File: src/rtl/ctrl_pkg.sv
// Shared decode definitions: control bundle layout, opcode/funct7 encodings
// and the per-opcode control constants used by the decode stage.
package ctrl_pkg;

    typedef struct packed {
        logic       reg_write;
        logic [2:0] imm_src;
        logic       alu_src;
        logic       mem_write;
        logic [1:0] result_src;
        logic       branch;
        logic [1:0] alu_op;
        logic       jump;
        logic       src_a_src;
        logic       jump_reg;
    } ctrl_t;

    localparam logic [6:0] OP_LOAD   = 7'b0000011;
    localparam logic [6:0] OP_STORE  = 7'b0100011;
    localparam logic [6:0] OP_R      = 7'b0110011;
    localparam logic [6:0] OP_IMM    = 7'b0010011;
    localparam logic [6:0] OP_BRANCH = 7'b1100011;
    localparam logic [6:0] OP_LUI    = 7'b0110111;
    localparam logic [6:0] OP_AUIPC  = 7'b0010111;
    localparam logic [6:0] OP_JAL    = 7'b1101111;
    localparam logic [6:0] OP_JALR   = 7'b1100111;
    localparam logic [6:0] OP_IMM_32 = 7'b0011011;
    localparam logic [6:0] OP_32     = 7'b0111011;

    localparam logic [6:0] F7_BASE   = 7'b0000000;
    localparam logic [6:0] F7_ALT    = 7'b0100000;
    localparam logic [6:0] F7_MULDIV = 7'b0000001;

    localparam logic [1:0] ALUOP_ADD    = 2'b00;
    localparam logic [1:0] ALUOP_BRANCH = 2'b01;
    localparam logic [1:0] ALUOP_FUNCT  = 2'b10;
    localparam logic [1:0] ALUOP_MULDIV = 2'b11;

    localparam logic [1:0] RESULT_ALU = 2'b00;
    localparam logic [1:0] RESULT_MEM = 2'b01;
    localparam logic [1:0] RESULT_PC4 = 2'b10;
    localparam logic [1:0] RESULT_IMM = 2'b11;

    localparam logic [2:0] IMM_I = 3'b000;
    localparam logic [2:0] IMM_S = 3'b001;
    localparam logic [2:0] IMM_B = 3'b010;
    localparam logic [2:0] IMM_J = 3'b011;
    localparam logic [2:0] IMM_U = 3'b100;

    localparam ctrl_t CTRL_LOAD   = '{reg_write: 1'b1, imm_src: IMM_I, alu_src: 1'b1, mem_write: 1'b0,
                                      result_src: RESULT_MEM, branch: 1'b0, alu_op: ALUOP_ADD,
                                      jump: 1'b0, src_a_src: 1'b1, jump_reg: 1'b1};
    localparam ctrl_t CTRL_STORE  = '{reg_write: 1'b0, imm_src: IMM_S, alu_src: 1'b1, mem_write: 1'b1,
                                      result_src: RESULT_ALU, branch: 1'b0, alu_op: ALUOP_ADD,
                                      jump: 1'b0, src_a_src: 1'b1, jump_reg: 1'b1};
    localparam ctrl_t CTRL_R      = '{reg_write: 1'b1, imm_src: IMM_I, alu_src: 1'b0, mem_write: 1'b0,
                                      result_src: RESULT_ALU, branch: 1'b0, alu_op: ALUOP_FUNCT,
                                      jump: 1'b0, src_a_src: 1'b1, jump_reg: 1'b1};
    localparam ctrl_t CTRL_MULDIV = '{reg_write: 1'b1, imm_src: IMM_I, alu_src: 1'b0, mem_write: 1'b0,
                                      result_src: RESULT_ALU, branch: 1'b0, alu_op: ALUOP_MULDIV,
                                      jump: 1'b0, src_a_src: 1'b1, jump_reg: 1'b1};
    localparam ctrl_t CTRL_IMM    = '{reg_write: 1'b1, imm_src: IMM_I, alu_src: 1'b1, mem_write: 1'b0,
                                      result_src: RESULT_ALU, branch: 1'b0, alu_op: ALUOP_FUNCT,
                                      jump: 1'b0, src_a_src: 1'b1, jump_reg: 1'b1};
    localparam ctrl_t CTRL_BRANCH = '{reg_write: 1'b0, imm_src: IMM_B, alu_src: 1'b0, mem_write: 1'b0,
                                      result_src: RESULT_ALU, branch: 1'b1, alu_op: ALUOP_BRANCH,
                                      jump: 1'b0, src_a_src: 1'b1, jump_reg: 1'b1};
    localparam ctrl_t CTRL_LUI    = '{reg_write: 1'b1, imm_src: IMM_U, alu_src: 1'b1, mem_write: 1'b0,
                                      result_src: RESULT_IMM, branch: 1'b0, alu_op: ALUOP_ADD,
                                      jump: 1'b0, src_a_src: 1'b0, jump_reg: 1'b1};
    localparam ctrl_t CTRL_AUIPC  = '{reg_write: 1'b1, imm_src: IMM_U, alu_src: 1'b1, mem_write: 1'b0,
                                      result_src: RESULT_ALU, branch: 1'b0, alu_op: ALUOP_ADD,
                                      jump: 1'b0, src_a_src: 1'b0, jump_reg: 1'b1};
    localparam ctrl_t CTRL_JAL    = '{reg_write: 1'b1, imm_src: IMM_J, alu_src: 1'b0, mem_write: 1'b0,
                                      result_src: RESULT_PC4, branch: 1'b0, alu_op: ALUOP_ADD,
                                      jump: 1'b1, src_a_src: 1'b1, jump_reg: 1'b1};
    localparam ctrl_t CTRL_JALR   = '{reg_write: 1'b1, imm_src: IMM_I, alu_src: 1'b0, mem_write: 1'b0,
                                      result_src: RESULT_PC4, branch: 1'b0, alu_op: ALUOP_ADD,
                                      jump: 1'b1, src_a_src: 1'b1, jump_reg: 1'b0};

    // funct7 values accepted by the base integer R-type and OP-32 groups
    function automatic logic f7_base_ok(input logic [6:0] f7);
        return (f7 == F7_BASE) || (f7 == F7_ALT);
    endfunction

endpackage

File: src/rtl/decode_ctrl_comb.sv
// Combinational opcode/funct7 decoder producing the control bundle plus word,
// muldiv and illegal flags. DECODE_RVM_EN enables funct7=0000001 M-extension decode.
module decode_ctrl_comb
    import ctrl_pkg::*;
#(
    parameter int XLEN = 32
) (
    input  logic [6:0] opcode,
    input  logic [6:0] funct7,
    output ctrl_t      ctrl,
    output logic       word,
    output logic       muldiv,
    output logic       illegal
);

    localparam bit RV64 = (XLEN == 64);

    always_comb begin
        // NOTE: every output gets a default before the case, so no path can infer a latch.
        ctrl    = '0;
        word    = 1'b0;
        muldiv  = 1'b0;
        illegal = 1'b0;
        case (opcode)
            OP_LOAD:   ctrl = CTRL_LOAD;
            OP_STORE:  ctrl = CTRL_STORE;
            OP_IMM:    ctrl = CTRL_IMM;
            OP_BRANCH: ctrl = CTRL_BRANCH;
            OP_LUI:    ctrl = CTRL_LUI;
            OP_AUIPC:  ctrl = CTRL_AUIPC;
            OP_JAL:    ctrl = CTRL_JAL;
            OP_JALR:   ctrl = CTRL_JALR;
            OP_IMM_32: begin
                ctrl    = CTRL_IMM;
                word    = 1'b1;
                illegal = !RV64;
            end
            OP_R, OP_32: begin
                word    = (opcode == OP_32);
                illegal = word && !RV64;
                if (f7_base_ok(funct7)) begin
                    ctrl = CTRL_R;
                end
`ifdef DECODE_RVM_EN
                else if (funct7 == F7_MULDIV) begin
                    ctrl   = CTRL_MULDIV;
                    muldiv = 1'b1;
                end
`endif
                else begin
                    illegal = 1'b1;
                end
            end
            default:   illegal = 1'b1;
        endcase
        // Illegal instructions travel on as traps with a neutral control bundle
        if (illegal) begin
            ctrl   = '0;
            word   = 1'b0;
            muldiv = 1'b0;
        end
    end

endmodule

File: src/rtl/decode_ctrl_stage.sv
// Registered decode stage between IF/ID and ID/EX: one output register with
// valid/ready handshake, flush, and (with DECODE_RVM_EN) a mul/div issue-hold counter.
module decode_ctrl_stage
    import ctrl_pkg::*;
#(
    parameter int XLEN          = 32,
    parameter int MULDIV_CYCLES = 4
) (
    input  logic            clk,
    input  logic            rst_n,
    input  logic            in_valid,
    output logic            in_ready,
    input  logic [31:0]     in_instr,
    input  logic [XLEN-1:0] in_pc,
    input  logic            flush,
    output logic            out_valid,
    input  logic            out_ready,
    output ctrl_t           out_ctrl,
    output logic            out_word,
    output logic            out_muldiv,
    output logic            out_illegal,
    output logic [31:0]     out_instr,
    output logic [XLEN-1:0] out_pc
);

    // A misconfigured instance never accepts, so a bad parameter is obvious at once
    localparam bit CFG_OK = (MULDIV_CYCLES >= 1) && ((XLEN == 32) || (XLEN == 64));

    ctrl_t dec_ctrl;
    logic  dec_word;
    logic  dec_muldiv;
    logic  dec_illegal;
    logic  accept;
    logic  handoff;
    logic  busy;

    decode_ctrl_comb #(.XLEN(XLEN)) u_decode (
        .opcode  (in_instr[6:0]),
        .funct7  (in_instr[31:25]),
        .ctrl    (dec_ctrl),
        .word    (dec_word),
        .muldiv  (dec_muldiv),
        .illegal (dec_illegal)
    );

    assign in_ready = (!out_valid || out_ready) && !busy && CFG_OK;
    assign accept   = in_valid && in_ready;
    assign handoff  = out_valid && out_ready;

`ifdef DECODE_RVM_EN
    localparam int              CNT_W    = (MULDIV_CYCLES > 1) ? $clog2(MULDIV_CYCLES) : 1;
    localparam logic [CNT_W-1:0] CNT_LOAD = CNT_W'(MULDIV_CYCLES - 1);

    logic [CNT_W-1:0] busy_cnt;

    // Holds issue while the handed-off mul/div occupies execute
    always_ff @(posedge clk or negedge rst_n) begin
        if (!rst_n) begin
            busy_cnt <= '0;
        end else if (flush) begin
            busy_cnt <= '0;
        end else if (handoff && out_muldiv) begin
            busy_cnt <= CNT_LOAD;
        end else if (busy_cnt != '0) begin
            busy_cnt <= busy_cnt - CNT_W'(1);
        end
    end

    assign busy = (busy_cnt != '0);
`else
    assign busy = 1'b0;
`endif

    // NOTE: sequential state uses non-blocking assignments so every register samples pre-edge values.
    always_ff @(posedge clk or negedge rst_n) begin
        if (!rst_n) begin
            out_valid <= 1'b0;
        end else if (flush) begin
            out_valid <= 1'b0;
        end else if (accept) begin
            out_valid <= 1'b1;
        end else if (handoff) begin
            out_valid <= 1'b0;
        end
    end

    // Payload only changes on a surviving accept, so it is stable while stalled
    always_ff @(posedge clk or negedge rst_n) begin
        if (!rst_n) begin
            out_ctrl    <= '0;
            out_word    <= 1'b0;
            out_muldiv  <= 1'b0;
            out_illegal <= 1'b0;
            out_instr   <= '0;
            out_pc      <= '0;
        end else if (accept && !flush) begin
            out_ctrl    <= dec_ctrl;
            out_word    <= dec_word;
            out_muldiv  <= dec_muldiv;
            out_illegal <= dec_illegal;
            out_instr   <= in_instr;
            out_pc      <= in_pc;
        end
    end

endmodule
File: config.mk
export PLATFORM = sky130hd
export DESIGN_NAME = decode_ctrl_stage
export DESIGN_NICKNAME = d
export VERILOG_FILES = /design/src/rtl/ctrl_pkg.sv /design/src/rtl/decode_ctrl_comb.sv /design/src/rtl/decode_ctrl_stage.sv
export SDC_FILE = /design/constraint.sdc
export NUM_CORES = 1
export LEC_CHECK = 0
export CAP_MARGIN = 20
export CORE_MARGIN = 2
export CORE_UTILIZATION = 30
export DETAILED_ROUTE_END_ITERATION = 7
export PLACE_DENSITY = 0.73
export SLEW_MARGIN = 20
export SYNTH_ARGS = -nofsm -noshare
export SYNTH_HDL_FRONTEND = slang
export SYNTH_SLANG_ARGS = --single-unit
export TNS_END_PERCENT = 1
File: constraint.sdc
create_clock -name clk -period 1.6 [get_ports clk]
set_clock_uncertainty 0.1 [all_clocks]
set_input_delay 0.4 -clock clk [delete_from_list [all_inputs] [get_ports clk]]
set_output_delay 0.4 -clock clk [all_outputs]
set_load 0.02 [all_outputs]
==> results.py <==
metrics = {
    "clocking": {
        "clkSinkCount": 80,
        "cts_buffers": 9,
        "clk_latency_ns": 0.33,
        "clockBufferDepth": 2,
        "cts_tree": "done",
        "path_clk_slew_ns": 0.09,
        "cts_root_buf": "clkbuf_8",
        "htree_levels": 3,
    },
    "route": {
        "final_antenna_net_count": 0,
        "wl_met2_um": 4370,
        "post-route-drc-count": 0,
        "wl_met1_um": 4050,
        "top_layer": "met4",
        "wl_per_cell_um": 13.7,
        "dr.pass1.iters": 6,
        "wl_met3_um": 855,
        "vias_per_cell": 4.49,
        "drt_iter0_drc": 168,
        "num_vias": 3077,
        "drt_wl_total_um": 9390,
    },
    "yosys": {
        "syn-mean-instance-area_um2": 9.17,
        "ys_warn_count": 0,
        "synth_area_leaders": "dfrtp_1, nand2_1, buf_2, clkbuf_1, a2111oi_4",
        "syn-cell-area_um2": 3350,
        "ys_seq_area_share_pct": 59.8,
        "syn_nets": 434,
        "synthCells": 365,
        "synth_top_area_share_pct": 59.8,
        "synth_area_leader_cell": "dfrtp_1",
        "synth_cell_types": 48,
        "synth_seq_cells": 80,
    },
    "timing": {
        "hold-worst-slack_ns": 0.189,
        "slew_viol_final": 0,
        "setup_slack_ns": -0.0741,
        "tns_ns": -0.185,
        "setup_viol": 4,
        "max_clock_freq_mhz": 597,
        "finalCriticalPeriod_ns": 1.67,
        "hold_viol_final": 0,
        "rsz0062_at_grt": "true",
        "period_share_pct": 105,
    },
    "layout": {
        "final_cells": 686,
        "multi_input_area_um2": 1330,
        "finalNetCount": 613,
        "layout_commonest_cell": "nand2_1",
        "antenna_cells": 0,
        "num-fill-cells": 1020,
        "final_layout_size_suffix_gt1_share_pct": 15.6,
        "area_growth_syn_to_layout_pct": 64.0,
        "regArea_um2": 2000,
        "layout_common_cells": "nand2_1, dfrtp_1, dlygate4sd2_1",
    },
    "critical_path": {
        "cp-end-kind": "flop",
        "crit_buf_inv": 2,
        "critPathSlowestCell": "clkdlybuf4s50_1",
        "start_kind": "input pin",
        "r2r_setup_slack_ns": -0.04,
        "cp_top_family": "buffers and inverters",
        "crit_chain": "clkdlybuf4s50_1 > nand3b_1 > buf_6 > or4_4 > o21ai_2",
        "crit_type": "in2reg",
        "cp_max_fo": 5,
        "slowest_delay_ns": 0.51,
        "worstPathRequired_ns": 1.78,
        "worstPathArrival_ns": 1.85,
    },
    "floorplan": {
        "core_area_um2": 10800,
        "chipHeight_um": 110,
        "die_area_um2": 12000,
        "die_w_um": 110,
        "row_count": 38,
        "start_util_pct": 30.9,
        "pin_count": 152,
    },
    "global_route": {
        "grt_util_all_layers_pct": 15.6,
        "antenna_found_initial": 0,
        "grt_max_degree": 81,
        "grt_first_pass_wirelength_um": 14700,
        "grt_overflow_total": 0,
        "grt_pass1_vias": 3158,
    },
    "status": {
        "status": "finished, violations left",
        "violations": "negative setup slack",
    },
    "power": {
        "peakVddDrop_uv": 427,
        "p_leak_nw": 2.85,
        "power_density_nw_per_um2": 972,
    },
    "placed_design": {
        "portBuffers": 150,
        "place_inst": 666,
        "dp_hpwl_um": 6720,
        "place.gp.congestion": 0.800,
    },
    "hold_path": {
        "min-delay-path-class": "in2reg",
    },
    "run": {
        "cap_violations": 0,
    },
}
state kept, by name, summed over array words and instances (netlist names):
register     cells
out_ctrl        13
out_illegal      1
out_instr       32
out_pc          32
out_valid        1
out_word         1
layout make-up:
type | count | area share (%)
multi-input combinational | 259 | 24.3
clock inverter | 4 | 1.32
inverter | 2 | 0.137
timing repair buffer | 192 | 32.3
sequential | 80 | 36.5
clock buffer | 9 | 2.26
tap | 140 | 3.19
cells by family after synthesis:
kind of cell / after synthesis / synth area share, %
AO/OA/AOI/OAI: 23 / 6.95
XOR/XNOR: 1 / 0.262
buffers and inverters: 26 / 3.66
flip-flops: 80 / 59.8
multiplexers: 4 / 1.38
other: 1 / 0.112
AND/OR/NAND/NOR: 230 / 27.8
tightest hold or removal path, delay by kind of cell:
kind | cells | cell delay, ns
and+or+nand+nor | 2 | 0.10
buffers and inverters | 1 | 0.09
path summary, 6_finish.rpt:
kind                                                 from                   endpoint  cells after the start
worst max-delay path                             in_valid    out_ctrl[9]$_DFFE_PN0P_                      5
worst min-delay path                         in_instr[26]  out_instr[26]$_DFFE_PN0P_                      3
worst max register to register      out_valid$_DFFE_PN0P_    out_ctrl[9]$_DFFE_PN0P_                      6
worst min register to register  out_instr[11]$_DFFE_PN0P_  out_instr[11]$_DFFE_PN0P_                      2
max in group asynchronous                           rst_n     out_pc[21]$_DFFE_PN0P_                      3
min in group asynchronous                           rst_n   out_ctrl[11]$_DFFE_PN0P_                      3
where the power goes:
| part | switching [mW] | internal (mW) |
|---|---|---|
| clock | 0.683 | 0.851 |
| combinational | 0.794 | 0.607 |
| sequential | 0.130 | 2.27 |
what timing repair did:
item / in CTS / in global routing
buffers inserted: 0 / 5
pin swaps: 4 / 9
gates cloned: 0 / 1
hold buffers: 1 / 0
setup endpoints to repair: 152 / 91
hold endpoints to repair: 64 / 0
resized for setup: 111 / 47
per-stage QoR:
step,total power [mW],area [um2],util (%),setup slack [ns]
6_report,5.34,5490,50.6,-0.0741
5_1_grt,5.65,5490,50.6,-0.0741
4_1_cts,5.39,5350,49.3,-0.249
3_5_place_dp,3.99,5190,47.8,-0.719
3_3_place_gp,3.96,5190,47.8,-0.666
2_1_floorplan,3.09,3350,-,-0.160
metal layers:
| metal | GRT usage [%] | vias to the layer above |
|---|---|---|
| met1 | 19.4 | 1443 |
| met4 | 5.70 | 0 |
| met3 | 4.68 | 11 |
| li1 | - | 1507 |
| met5 | 0 | - |
| met2 | 25.7 | 116 |
Yosys cell counts, drive strengths merged:
| cell | count |
|---|---|
| o31ai | 4 |
| a22o | 1 |
| buf | 16 |
| o311ai | 1 |
| a2bb2oi | 1 |
| a32o | 1 |
| a2111o | 1 |
| nor3 | 3 |
| o21ai | 3 |
| and2 | 1 |
| xor2 | 1 |
| or2 | 2 |
| nor2 | 6 |
| a21oi | 2 |
| mux2 | 2 |
| or4 | 2 |
| nor2b | 3 |
| dfrtp | 80 |
| nor4 | 1 |
| mux2i | 2 |
| inv | 2 |
| nor3b | 1 |
| and4b | 1 |
| a31oi | 1 |
| a2111oi | 3 |
| nand3b | 1 |
| nand4b | 1 |
| or3 | 1 |
| conb | 1 |
| a211oi | 3 |
| nand3 | 5 |
| clkbuf | 8 |
| and3 | 1 |
| o41ai | 1 |
| a21o | 1 |
| nand2 | 201 |
(Power assumes the default switching activity.)
